==> src/rtl/tx_serial_param.sv <==
// rtl/tx_serial_param.sv - parametrised serial transmitter with character FIFO
// Frame: start bit, DATA_BITS LSB first, optional parity, STOP_BITS stop bits.
module tx_serial_param #(
  parameter int DATA_BITS  = 7,
  parameter int PARITY     = 1,
  parameter int STOP_BITS  = 1,
  parameter int CLK_DIV    = 434,
  parameter int FIFO_DEPTH = 4
) (
  input  logic                 clock,
  input  logic                 reset,
  input  logic                 escreve,
  input  logic [DATA_BITS-1:0] dados,
  output logic                 saida_serial,
  output logic                 pronto,
  output logic                 ocupado,
  output logic                 vazio,
  output logic                 cheio,
  output logic                 db_overflow,
  output logic [3:0]           db_estado
);

  localparam bit CFG_OK = (DATA_BITS >= 5) && (DATA_BITS <= 9) &&
                          (PARITY >= 0) && (PARITY <= 2) &&
                          (STOP_BITS >= 1) && (STOP_BITS <= 2) &&
                          (CLK_DIV >= 2) && (FIFO_DEPTH >= 2) &&
                          ((FIFO_DEPTH & (FIFO_DEPTH - 1)) == 0);

  typedef enum logic [3:0] {
    OCIOSO   = 4'd0,
    INICIO   = 4'd1,
    DADOS    = 4'd2,
    PARIDADE = 4'd3,
    PARADA   = 4'd4
  } estado_t;

  generate
    if (!CFG_OK) begin : g_cfg_err
      $error("tx_serial_param: illegal parameter combination");
      assign saida_serial = 1'b1;
      assign pronto       = 1'b0;
      assign ocupado      = 1'b0;
      assign vazio        = 1'b1;
      assign cheio        = 1'b0;
      assign db_overflow  = 1'b0;
      assign db_estado    = 4'd0;
    end else begin : g_core
      localparam int PTR_W  = $clog2(FIFO_DEPTH);
      localparam int CNT_W  = PTR_W + 1;
      localparam int TICK_W = $clog2(CLK_DIV);

      logic [DATA_BITS-1:0] mem_q [FIFO_DEPTH];
      logic [PTR_W-1:0]     wr_ptr_q, rd_ptr_q;
      logic [CNT_W-1:0]     count_q, count_d;
      logic                 vazio_q, cheio_q, ovf_q;
      estado_t              state_q, state_d;
      logic [TICK_W-1:0]    tick_q, tick_d;
      logic [3:0]           bit_q, bit_d;
      logic [DATA_BITS-1:0] shift_q, shift_d;
      logic                 par_q, par_d, line_q, line_d;
      logic                 push, pop, load, tick_end, pronto_c;
      logic [DATA_BITS-1:0] head;

      assign push     = escreve && !cheio_q;
      assign head     = mem_q[rd_ptr_q];
      assign tick_end = (tick_q == TICK_W'(CLK_DIV - 1));

      always_comb begin
        count_d = count_q;
        case ({push, pop})
          2'b10:   count_d = count_q + 1'b1;
          2'b01:   count_d = count_q - 1'b1;
          default: count_d = count_q;
        endcase
      end

      always_comb begin
        state_d  = state_q;
        tick_d   = tick_end ? '0 : tick_q + 1'b1;
        bit_d    = bit_q;
        shift_d  = shift_q;
        par_d    = par_q;
        load     = 1'b0;
        pop      = 1'b0;
        pronto_c = 1'b0;
        case (state_q)
          OCIOSO: begin
            tick_d = '0;
            load   = !vazio_q;
          end
          INICIO: if (tick_end) begin
            state_d = DADOS;
            bit_d   = 4'd0;
          end
          DADOS: if (tick_end) begin
            if (bit_q == 4'(DATA_BITS - 1)) begin
              state_d = (PARITY != 0) ? PARIDADE : PARADA;
              bit_d   = 4'd0;
            end else begin
              bit_d   = bit_q + 4'd1;
              shift_d = shift_q >> 1;
            end
          end
          PARIDADE: if (tick_end) begin
            state_d = PARADA;
            bit_d   = 4'd0;
          end
          PARADA: if (tick_end) begin
            if (bit_q == 4'(STOP_BITS - 1)) begin
              pronto_c = 1'b1;
              state_d  = OCIOSO;
              load     = !vazio_q;
            end else begin
              bit_d = bit_q + 4'd1;
            end
          end
          default: state_d = OCIOSO;
        endcase
        // Loading from PARADA chains frames with no idle cycle in between.
        if (load) begin
          pop     = 1'b1;
          state_d = INICIO;
          tick_d  = '0;
          shift_d = head;
          par_d   = (PARITY == 2) ? ~^head : ^head;
        end
      end

      always_comb begin
        line_d = 1'b1;
        case (state_d)
          INICIO:   line_d = 1'b0;
          DADOS:    line_d = shift_d[0];
          PARIDADE: line_d = par_d;
          default:  line_d = 1'b1;
        endcase
      end

      always_ff @(posedge clock) begin
        if (push) mem_q[wr_ptr_q] <= dados;
      end

      always_ff @(posedge clock or posedge reset) begin
        if (reset) begin
          wr_ptr_q <= '0;
          rd_ptr_q <= '0;
          count_q  <= '0;
          vazio_q  <= 1'b1;
          cheio_q  <= 1'b0;
          ovf_q    <= 1'b0;
          state_q  <= OCIOSO;
          tick_q   <= '0;
          bit_q    <= 4'd0;
          shift_q  <= '0;
          par_q    <= 1'b0;
          line_q   <= 1'b1;
        end else begin
          if (push) wr_ptr_q <= wr_ptr_q + 1'b1;
          if (pop)  rd_ptr_q <= rd_ptr_q + 1'b1;
          count_q <= count_d;
          vazio_q <= (count_d == '0);
          cheio_q <= (count_d == CNT_W'(FIFO_DEPTH));
          if (escreve && cheio_q) ovf_q <= 1'b1;
          state_q <= state_d;
          tick_q  <= tick_d;
          bit_q   <= bit_d;
          shift_q <= shift_d;
          par_q   <= par_d;
          line_q  <= line_d;
        end
      end

      assign saida_serial = line_q;
      assign pronto       = pronto_c;
      assign ocupado      = (state_q != OCIOSO);
      assign vazio        = vazio_q;
      assign cheio        = cheio_q;
      assign db_overflow  = ovf_q;
      assign db_estado    = state_q;
    end
  endgenerate

endmodule

==> config.mk <==
export PLATFORM = sky130hd
export DESIGN_NAME = tx_serial_param
export DESIGN_NICKNAME = d
export VERILOG_FILES = /design/src/rtl/tx_serial_param.sv
export SDC_FILE = /design/constraint.sdc
export NUM_CORES = 1
export LEC_CHECK = 0
export CELL_PAD_IN_SITES_DETAIL_PLACEMENT = 1
export CELL_PAD_IN_SITES_GLOBAL_PLACEMENT = 1
export CORE_MARGIN = 4
export CORE_UTILIZATION = 45
export DETAILED_ROUTE_END_ITERATION = 6
export PLACE_DENSITY_LB_ADDON = 0.1
export SKIP_CTS_REPAIR_TIMING = 1
export SLEW_MARGIN = 25
export SYNTH_ARGS = -nofsm -noshare
export SYNTH_HDL_FRONTEND = slang
export SYNTH_SLANG_ARGS = --single-unit
==> constraint.sdc <==
create_clock -name clock -period 3.7 [get_ports clock]
set_clock_uncertainty 0.1 [all_clocks]
set_input_delay 0.37 -clock clock [delete_from_list [all_inputs] [get_ports clock]]
set_output_delay 0.37 -clock clock [all_outputs]
set_load 0.02 [all_outputs]
[Word level (Yosys, flattened, before mapping)]
Memory sizes are Yosys's and may differ from the RTL's.
Index checks and enable logic that the tools add are counted.
Word-level totals
  flip-flop bits (word level): 36
  RAM bits: 28
  input bits: 10
  word-level logic and storage cells: 85
  memories kept: 1
Memories
  g_core.mem_q: depth 4, width 7, read ports 1, clocked after memory_dff 0, write ports 1, RTL line 52  | logic [DATA_BITS-1:0] mem_q [FIFO_DEPTH];
Cells by class
  add/sub/neg operators: 6
  equal/unequal tests: 17
  multiplexer cells: 33
  reduce and logical (&&, ||, !) cells: 15
Operator list (number)
  $mux 4: 12
  $mux 7: 4
  $mux 9: 3
  $pmux 4 s5: 1
  $eq 4x2->1 const B: 4
  $pmux 4 s3: 1
  $add 9x1->9 const B: 1
  $eq 9x9->1 const B: 1
  $mux 1: 9
  $eq 4x1->1 const B: 2
  $eq 4x3->1 const B: 2
  $logic_not 4->1: 2
  $ne 2x2->1 const B: 4
  $reduce_xor 7->1: 1
  $pmux 3 s2: 1
  $reduce_and 5->1: 1
  $add 2x1->2 const B: 2
  $add 4x1->4 const B: 1
  $reduce_bool 2->1: 2
  $reduce_bool 4->1: 1
  $add 3x1->3 const B: 1
  $eq 3x3->1 const B: 1
  $logic_not 3->1: 1
  $pmux 1 s3: 1
  other kinds (10): 12

[Logic depth before layout (Yosys ltp)]
  word-level depth: 8
  gate-level depth with buffers: 14
  mapped depth without buffers: 13

[Least setup slack after synthesis]
Ideal clock, no wire load.
  path kind: register -> register
  start: register g_core.state_q[1] (netlist: db_estado[1])
  end: register g_core.cheio_q (netlist: cheio)
  data arrival time: 2.867 ns
  required time: 3.527 ns
  setup slack: 0.660 ns
  stages on the path, launching flop included: 14
  buffers on the path: 2
  period minus slack after synthesis: 3.040 ns
  cell sequence: dfrtp_1 -> clkbuf_1 -> nor4b_1 -> nand4_1 -> a21o_1 -> clkinv_1 -> buf_2 -> ha_1 -> inv_1 -> fa_1 -> xor2_1 -> nor2_1 -> xor2_1 -> nor2b_1
Between the ends
  cells in the longest elaborated chain, start to end: 6
Ends and longest elaborated chain
  start: declaration: RTL line 56  | estado_t state_q, state_d;
  start signal: assignment: RTL line 164  | state_q <= state_d;
  $eq 4x3->1 / $logic_not 4->1 (equally long branches): RTL line 86  | case (state_q)
  $pmux 1 s2 (*): RTL line 86
  $mux 1 (*): RTL line 120  | if (load) begin
  $eq 2x1->1 / $eq 2x2->1 (equally long branches): RTL line 70  | case ({push, pop})
  $pmux 3 s2 (*): RTL line 70
  named net g_core.count_d[2]: RTL line 54  | logic [CNT_W-1:0] count_q, count_d;
  $eq 3x3->1 (*): RTL line 162  | cheio_q <= (count_d == CNT_W'(FIFO_DEPTH));
  end signal: assignment: RTL line 162
  end: declaration: RTL line 55  | logic vazio_q, cheio_q, ovf_q;
Mark *: on every way through the listed nets, which the timed path passes. The rest lies on a longest branch.
A chain may end at the register's enable or synchronous reset.

[Worst setup path in the final report]
Ends and elaborated chain as after synthesis.

==> flow_metrics.env <==
export IMPL_route_detailed_vias_per_inst=5.12
export IMPL_arrival_ns=3.45
export IMPL_cts_htree_levels=3
export IMPL_power_leakage_nw=1.40
export IMPL_numClockSinks=64
export IMPL_worst_setup_path_start_kind="register"
export IMPL_final_max_slew_viol_count=0
export IMPL_nNetsFinal=274
export IMPL_cellPowerDensity_nw_per_um2=705
export IMPL_yosys_area_top_type_share_pct=29.1
export IMPL_wire_length_of_the_first_global_routing_pass_um=9430
export IMPL_unrepaired_setup_endpoints_after_global_routing="no"
export IMPL_route_detailed_drc=0
export IMPL_crit_type="register to register"
export IMPL_io_pins=20
export IMPL_ys_dominant_reg_cell="dfrtp_1"
export IMPL_cell_count_after_synthesis=228
export IMPL_io_buffers=19
export IMPL_placedInstanceArea_um2=3190
export IMPL_place_detailed_hpwl_um=3820
export IMPL_nFillCells=648
export IMPL_die_area_um2=7850
export IMPL_core_region_area_um2=6310
export IMPL_worst_r2r_setup_slack_ns=0.42
export IMPL_crit_path_end_kind="register"
export IMPL_fin_ws_ns=0.418
export IMPL_synth_enable_flop_cells=28
export IMPL_synth_cell_area_um2=2920
export IMPL_initial_core_util_pct=46.3
export IMPL_synthMostInstantiatedCell="dfrtp_1"
export IMPL_syn_avg_cell_area_um2=12.8
export IMPL_r2r_end="cheio"
export IMPL_clock_latency_ns=0.34
export IMPL_drive_above_1_share_pct=14.0
export IMPL_synthArstFlopShare_pct=56.3
export IMPL_die_width_um=88.6
export IMPL_clock_path_buffers=2
export IMPL_grt_overflow_total=0
export IMPL_globalplace_congestion=0.785
export IMPL_stdcell_area_um2=3420
export IMPL_number_of_antenna_diodes=0
export IMPL_first_pass_iters=4
export IMPL_rows=29
export IMPL_timing_rr_start="db_estado[1]"
export IMPL_timing_setup_tns_ns=0
export IMPL_final_core_util_pct=54.1
export IMPL_dpl_cell_count=319
export IMPL_finalNonFillerCells=335
export IMPL_grt_use_total_pct=16.1
export IMPL_cts_root_buf="clkbuf_8"
export IMPL_setup_viol=0
export IMPL_die_height_um=88.6
export IMPL_final_min_clock_period_ns=3.28
export IMPL_cts_tree="done"
export IMPL_dp_slack_ns=0.348
export IMPL_grt_max_degree=23
export IMPL_critical_path_peak_fanout=17
export IMPL_synthTopCellsByCount="34 x dfrtp_1, 28 x edfxtp_1, 20 x nor2_1"
export IMPL_crit_required_ns=3.87
export IMPL_post_synth_top_area_cell="dfrtp_1"
export IMPL_cts_made_buffers=9
export IMPL_multi_input_comb_area_um2=1100
export IMPL_max_slew_margin_rel_pct=55.7
export IMPL_synth_area_leaders="dfrtp_1 29%, edfxtp_1 29%, mux4_2 5.4%"
export IMPL_antenna_violating_nets_post_route=0
export IMPL_cp_startpoint="db_estado[1]"
export IMPL_sequential_cell_area_in_the_final_layout_um2=1740
export IMPL_synthesized_nets=249
export IMPL_maxCapViolations=0
export IMPL_clkSlewWorstSetupHoldPaths_ns=0.08
export IMPL_postSynthRegisterBits=64
export IMPL_worst_slew_pin_slew_ns=0.661
export IMPL_final_hold_violation_count=0
export IMPL_clock_fmax_mhz=305
export IMPL_layout_worst_path_cycle_share_pct=88.7
export IMPL_grt_pass1_vias=1945
export IMPL_r2r_cells=11
export IMPL_initial_antenna_violation_count=0
export IMPL_ir_worst_vdd_v=0.000357
export IMPL_synth_seq_area_share_pct=59.7
export IMPL_wl_cell_um=15.7
export IMPL_yosysUniqueCellTypes=44
export IMPL_routed_vias=1716
export IMPL_ys_warnings_count=0
export IMPL_layout_area_overhead_vs_synth_pct=17.0
export IMPL_post_route_wl_um=5260
export IMPL_min_path_type="input port to asynchronous set/reset pin"
export IMPL_initialDrtViolationCount=83
export IMPL_run_status="finished clean"
-- stage by stage --
| step | power [W] | hold slack (ns) |
|---|---|---|
| floorplan | 0.00159 | 0.346 |
| global placement | 0.00176 | 0.340 |
| detailed placement | 0.00178 | 0.350 |
| CTS | 0.00245 | 0.285 |
| global route | 0.00260 | 0.325 |
| finish | 0.00241 | 0.277 |
-- flip-flops by register name, indices dropped and copies added (netlist names), 2 cells and up --
signal and flops:
g_core.mem_q 28, g_core.count_q 3, g_core.tick_q 9, g_core.bit_q 4
g_core.wr_ptr_q 2, db_estado 4, g_core.shift_q 7, g_core.rd_ptr_q 2
-- report_power, final --
part | switching [W] | internal (W) | total, W
clock | 0.000279 | 0.000380 | 0.000659
combinational | 0.000342 | 0.000342 | 0.000684
sequential | 0.000137 | 0.000929 | 0.00107
-- worst max-delay path, cell delays in order, from the launching register on --
cell	delay [ns]
dfrtp_1	0.48
nor4b_1	0.52
nand4_1	0.16
a21o_1	0.25
clkinv_1	0.28
ha_1	0.25
inv_1	0.06
fa_1	0.37
xor2_1	0.15
nor2_1	0.14
xor2_1	0.26
nor2b_1	0.20
-- cells in the final DEF (no fill, tap or decap), drive strengths merged, types with 3 or more instances in the layout --
cell           netlist  layout
xor2                 9       9
and2                 5       5
a21oi                6       6
nand2               16      16
inv                 13      13
clkinv               1       6
clkbuf               3       9
xnor2               12      12
a21o                 3       3
nand4                4       4
nand3                5       5
mux4                 7       7
dfrtp               34      34
edfxtp              28      28
o21ai               12      12
ha                  10      10
mux2i                7       7
nor4b                3       3
nor2b                3       3
clkdlybuf4s50        0      19
nor2                21      21
-- cells by family after synthesis --
family	share of synthesized area [%]
and+or+nand+nor	12.5
DFF	59.7
AOI/OAI and AO/OA	5.39
xor gates and xnor gates	6.29
buffers and inverters	2.87
muxes	8.18
adders and majority gates	4.97
other	0.128
-- final cells by class --
cell class                 instances  area share (%)
clock buffer                       9            3.62
sequential                        64            51.0
inverter                          14            1.54
timing repair buffer              21            6.00
clock inverter                     7            2.82
multi-input combinational        143            32.2
tap                               77            2.82
-- worst max path at each step --
stage,to,slack (ns)
3_3_place_gp,cheio,0.58
2_1_floorplan,cheio,0.66
4_1_cts,cheio,0.31
3_5_place_dp,cheio,0.35
5_1_grt,cheio,0.07
6_report,cheio,0.42
-- routing by layer --
metal / global-route usage [%] / share of wire [%]
met1: 20.9 / 47
met2: 25.3 / 47
met3: 4.56 / 3.5
met4: 7.42 / 2.2
met5: 0 / 0
No activity file was read; power rests on OpenSTA's default activity.
